**src/rtl/fetch_pkg.sv**
```systemverilog
// Shared fetch-stage types and constants.
// Fetch FSM states, NOP encoding, instruction length, reset PC.
package fetch_pkg;

  typedef enum logic [2:0] {
    IDLE,
    REQ,
    WAIT,
    HOLD,
    DRAIN,
    FAULT
  } fetch_state_e;

  localparam logic [31:0] NOP_INSTR    = 32'h0000_0013;
  localparam logic [31:0] ILEN_BYTES   = 32'd4;
  localparam logic [31:0] DEF_RESET_PC = 32'h0000_0000;

endpackage

```
**src/rtl/instr_fetch.sv**
```systemverilog
// OTTER instruction fetch: one-outstanding imem reads into IR.
// Optional macro FETCH_MISALIGN_TRAP_EN adds the misaligned-redirect FAULT state.
module instr_fetch
  import fetch_pkg::*;
#(
  parameter logic [31:0] RESET_PC = DEF_RESET_PC
) (
  input  logic        CLK,
  input  logic        RST_N,
  input  logic        REDIRECT,
  input  logic [31:0] REDIRECT_PC,
  output logic        IMEM_REQ,
  output logic [31:0] IMEM_ADDR,
  input  logic        IMEM_GNT,
  input  logic        IMEM_RVALID,
  input  logic [31:0] IMEM_RDATA,
  output logic [31:0] IR,
  output logic [31:0] IR_PC,
  output logic        IR_VALID,
  input  logic        IR_READY,
  output logic        FETCH_FAULT
);

  fetch_state_e state;
  logic [31:0]  fetch_pc;
  logic         pend_n;

`ifdef FETCH_MISALIGN_TRAP_EN
  logic pend;
  logic misal;
  logic fault;

  assign misal       = REDIRECT_PC[1:0] != 2'b00;
  assign FETCH_FAULT = fault;
`else
  assign FETCH_FAULT = 1'b0;
`endif

  // Request/address come from registered state only.
  assign IMEM_REQ  = (state == REQ);
  assign IMEM_ADDR = fetch_pc;

  // An accepted request is still owed a response after this cycle.
  always_comb begin
    pend_n = 1'b0;
    unique case (state)
      REQ:         pend_n = IMEM_GNT;
      WAIT, DRAIN: pend_n = !IMEM_RVALID;
`ifdef FETCH_MISALIGN_TRAP_EN
      FAULT:       pend_n = pend && !IMEM_RVALID;
`endif
      default:     pend_n = 1'b0;
    endcase
  end

  // Fetch FSM with redirect taking priority over memory/handshake.
  always_ff @(posedge CLK or negedge RST_N) begin
    if (!RST_N) begin
      state    <= IDLE;
      fetch_pc <= RESET_PC;
      IR       <= NOP_INSTR;
      IR_PC    <= 32'h0;
      IR_VALID <= 1'b0;
`ifdef FETCH_MISALIGN_TRAP_EN
      pend     <= 1'b0;
      fault    <= 1'b0;
`endif
    end else if (REDIRECT) begin
      IR_VALID <= 1'b0;
`ifdef FETCH_MISALIGN_TRAP_EN
      pend <= pend_n;
      if (misal) begin
        fault <= 1'b1;
        state <= FAULT;
      end else begin
        fault    <= 1'b0;
        fetch_pc <= REDIRECT_PC;
        state    <= pend_n ? DRAIN : REQ;
      end
`else
      fetch_pc <= REDIRECT_PC & ~32'h3;
      state    <= pend_n ? DRAIN : REQ;
`endif
    end else begin
      unique case (state)
        IDLE: state <= REQ;
        REQ: begin
          if (IMEM_GNT) state <= WAIT;
        end
        WAIT: begin
          if (IMEM_RVALID) begin
            IR       <= IMEM_RDATA;
            IR_PC    <= fetch_pc;
            IR_VALID <= 1'b1;
            fetch_pc <= fetch_pc + ILEN_BYTES;
            state    <= HOLD;
          end
        end
        HOLD: begin
          if (IR_READY) begin
            IR_VALID <= 1'b0;
            state    <= REQ;
          end
        end
        DRAIN: begin
          if (IMEM_RVALID) state <= REQ;
        end
`ifdef FETCH_MISALIGN_TRAP_EN
        FAULT: begin
          if (IMEM_RVALID) pend <= 1'b0;
        end
`endif
        default: state <= IDLE;
      endcase
    end
  end

endmodule

```
**config.mk**
```make
export PLATFORM = sky130hd
export DESIGN_NAME = instr_fetch
export DESIGN_NICKNAME = d
export VERILOG_FILES = /design/src/rtl/fetch_pkg.sv /design/src/rtl/instr_fetch.sv
export SDC_FILE = /design/constraint.sdc
export NUM_CORES = 1
export LEC_CHECK = 0
export ABC_AREA = 1
export BUFFER_PORTS_ARGS = -buffer_cell sky130_fd_sc_hd__buf_2
export CAP_MARGIN = 40
export CORE_MARGIN = 5
export CORE_UTILIZATION = 54
export DETAILED_ROUTE_END_ITERATION = 8
export PLACE_DENSITY_LB_ADDON = 0.05
export SYNTH_ARGS = -nofsm -noshare
export SYNTH_HDL_FRONTEND = slang
export SYNTH_SLANG_ARGS = --single-unit
export TNS_END_PERCENT = 20
```
**constraint.sdc**
```tcl
create_clock -name CLK -period 2.4 [get_ports CLK]
set_input_delay 0.12 -clock CLK [delete_from_list [all_inputs] [get_ports CLK]]
set_output_delay 0.12 -clock CLK [all_outputs]
set_load 0.01 [all_outputs]
```
==> flow_metrics.tcl <==
set metrics [dict create \
    outcome "complete, no violations" \
    coreArea_um2 8680 \
    clk_pin_slew_ns 0.09 \
    grt_pass1_vias 4800 \
    power_mw 5.69 \
    finalSetupViolations 0 \
    cap_violations 0 \
    finalCriticalPeriod_ns 1.80 \
    powerDensity_nw_per_um2 907 \
    synth-edff-count 0 \
    fmax_mhz 555 \
    ys_warn_count 0 \
    critical_path_arrival_ns 2.09 \
    synth_seq_area_share_pct 50.5 \
    die_h_um 104 \
    grt-ovfl-total 0 \
    dr.first_iter.drc_count 245 \
    grt_max_degree 87 \
    cellLeakagePower_nw 3.37 \
    dr.pass1.iters 5 \
    root_buffer "clkbuf_8" \
    clkSinkCount 96 \
    ctsHtreeMaxLevel 3 \
    antenna_found_initial 1 \
    wl_per_cell_um 14.5 \
    synth_top_family_by_area "simple AND/OR/NAND/NOR gates" \
    relSlewSlack_pct 61.3 \
    synth_top_flop_cell "dfrtp_1" \
    start_util_pct 54.9 \
    synth_cells 621 \
    async_reset_ff_share_pct 100 \
    worstSetupPathType "flip-flop to flip-flop" \
    avgSynthCellArea_um2 7.68 \
    max-vdd-ir-drop_uv 465 \
    cts_tree "yes" \
    cts-buffers-inserted 9 \
    drive_gt1_share_pct 24.9 \
    port_buffers 161 \
    required_ns 2.69 \
    dieArea_um2 10800 \
    fin_worst_skew_ns 0.00870 \
    drc 0 \
    yosys.area_share.simple_pct 34.7 \
    clockBufferDepth 2 \
    num_vias 4748 \
    track_usage_pct 25.6 \
    die_x_um 104 \
    synthDistinctLibCells 31 \
    synth_compound_area_share_pct 5.93 \
    antennaDiodeCount 0 \
    endpoint_kind "flip-flop" \
    yosysMostFrequentCell "nand2_1" \
    period_share_pct 75.1 \
    drtAntennaViolNets 0 \
    fin_nets 889 \
    finalHoldViolCount 0 \
    cts_resized 0 \
    worst_pin_slew_ns 0.580 \
    cp_slowest_cell "inv_2" \
    gp_congestion 0.891 \
    synth.cell_area_um2 4770 \
    ios 169 \
    insertion_delay_ns 0.37 \
    wl_um 13500 \
    grt_pass1_wl_um 23100 \
    std_cell_rows 34 \
    rsz0062_at_grt "false" \
    synthMuxAreaShare_pct 0 \
    yosysTopAreaCell "dfrtp_1" \
    synth_xor_area_share_pct 1.65 \
    yosys_register_bits 96 \
    netlist.area_leader.share_pct 48.8 \
    final_max_slew_viol_count 0 \
    vias_per_cell 5.10 \
    synth_area_leaders "dfrtp_1 (49%), nand2_1 (20%), nor2_1 (6.1%), nand3_1 (3.9%), inv_1 (2.8%)" \
    synthTopCellsByCount "nand2_1 (249), dfrtp_1 (93), nor2_1 (78)" \
    worst_hold_path_type "input pin to flip-flop" \
    crit_fanout 31 \
    critical_path.most_common_cell "inv_2" \
    path_cells "inv_2, nand2_2, nor2_4, nand3_4, inv_2, buf_4, nand3_1, o211ai_1" \
    crit_path_max_incr_delay_ns 0.44 \
    start_kind "flip-flop" \
    synthToLayoutAreaGrowth_pct 31.5 \
    synthAdderAreaFrac_pct 0.262 \
    place_hpwl_um 9210 \
    fin_setup_tns_ns 0 \
]
-- sequential cells by signal (all words and copies together), names as in the netlist --
name	flops
IMEM_ADDR	30
IR_PC	30
IR_VALID	1
IR	32
state	3
-- where the power goes --
part	leakage [nW]	total [mW]	internal (mW)	switching, mW
sequential	1.19	2.57	2.18	0.388
combinational	2.08	1.94	0.811	1.13
clock	0.0991	1.18	0.591	0.589
-- worst max-delay path: cells and delay by family, from the launching register on --
kind            cells  cell delay [ns]
buf+inv             3             0.82
flops               1             0.42
simple gates        4             0.41
compound gates      1             0.08
-- layout make-up --
class	instances	area, um^2
Sequential cell	96	2410
Clock inverter	6	91.3
Inverter	41	154
Timing Repair Buffer	210	1310
Clock buffer	10	128
Fill cell	698	2410
Multi-Input combinational cell	460	2050
Tap cell	108	135
-- metrics by stage --
stage / hold slack [ns] / util, % / std cells / worst slack [ns] / area (um^2)
2_1_floorplan: -0.176 / - / 625 / 0.896 / 4780
3_3_place_gp: 0.157 / 64.8 / 872 / 0.656 / 5620
3_5_place_dp: 0.157 / 64.8 / 872 / 0.622 / 5620
4_1_cts: 0.0113 / 72.3 / 931 / 0.599 / 6270
5_1_grt: 0.0184 / 72.3 / 931 / 0.412 / 6270
6_report: 0.0147 / 72.3 / 931 / 0.599 / 6270
-- path summary, 6_finish.rpt --
path                            startpoint  slack (ns)             to  cells after the start
setup / recovery                  state[0]        0.60   IMEM_ADDR[5]                      8
max in group asynchronous            RST_N        1.41          IR[1]                      3
setup reg to reg                  state[0]        0.60   IMEM_ADDR[5]                      8
hold reg to reg                      IR[1]        0.47          IR[1]                      2
hold / removal             REDIRECT_PC[22]        0.01  IMEM_ADDR[22]                      3
min in group asynchronous            RST_N        0.27      IR_PC[25]                      2
-- repair_timing --
| item | in CTS | in global routing |
|---|---|---|
| hold buffers | 43 | 0 |
| setup buffers | 0 | 0 |
| endpoints found under the hold margin | 83 | 0 |
-- layer usage --
| metal | part of all wire (%) | GRT usage, % |
|---|---|---|
| met5 | 0.052 | 0 |
| met1 | 42 | 32.4 |
| met2 | 49 | 43.3 |
| met3 | 6.7 | 6.15 |
| met4 | 1.9 | 8.14 |
-- cells in the final DEF (no fill, tap or decap), types with 3 or more instances in the layout --
| master | synthesis | layout |
|---|---|---|
| o21ai_0 | 27 | 27 |
| inv_2 | 5 | 5 |
| xor2_1 | 8 | 8 |
| nor3_1 | 5 | 5 |
| conb_1 | 1 | 5 |
| o211ai_1 | 5 | 5 |
| a21oi_1 | 8 | 8 |
| dfrtp_1 | 93 | 93 |
| clkinvlp_4 | 0 | 3 |
| o21bai_1 | 5 | 5 |
| nor2_2 | 3 | 3 |
| inv_1 | 36 | 36 |
| nor2_1 | 78 | 78 |
| clkbuf_8 | 0 | 9 |
| nand4_1 | 7 | 7 |
| buf_4 | 9 | 5 |
| nand2_2 | 3 | 3 |
| dfstp_2 | 3 | 3 |
| dlygate4sd3_1 | 0 | 43 |
| buf_2 | 10 | 160 |
| nand3b_1 | 4 | 4 |
| nand2_1 | 249 | 249 |
| nor2_4 | 6 | 6 |
| nand3_1 | 37 | 37 |
-- kinds of logic after synthesis --
| logic type | count (synthesis) |
|---|---|
| buffers and inverters | 69 |
| adder cells (fa/ha/maj) | 1 |
| AO/OA/AOI/OAI | 50 |
| other | 1 |
| AND/OR/NAND/NOR | 395 |
| flip-flops | 96 |
| XOR/XNOR | 9 |
No activity file was read; power rests on OpenSTA's default activity.
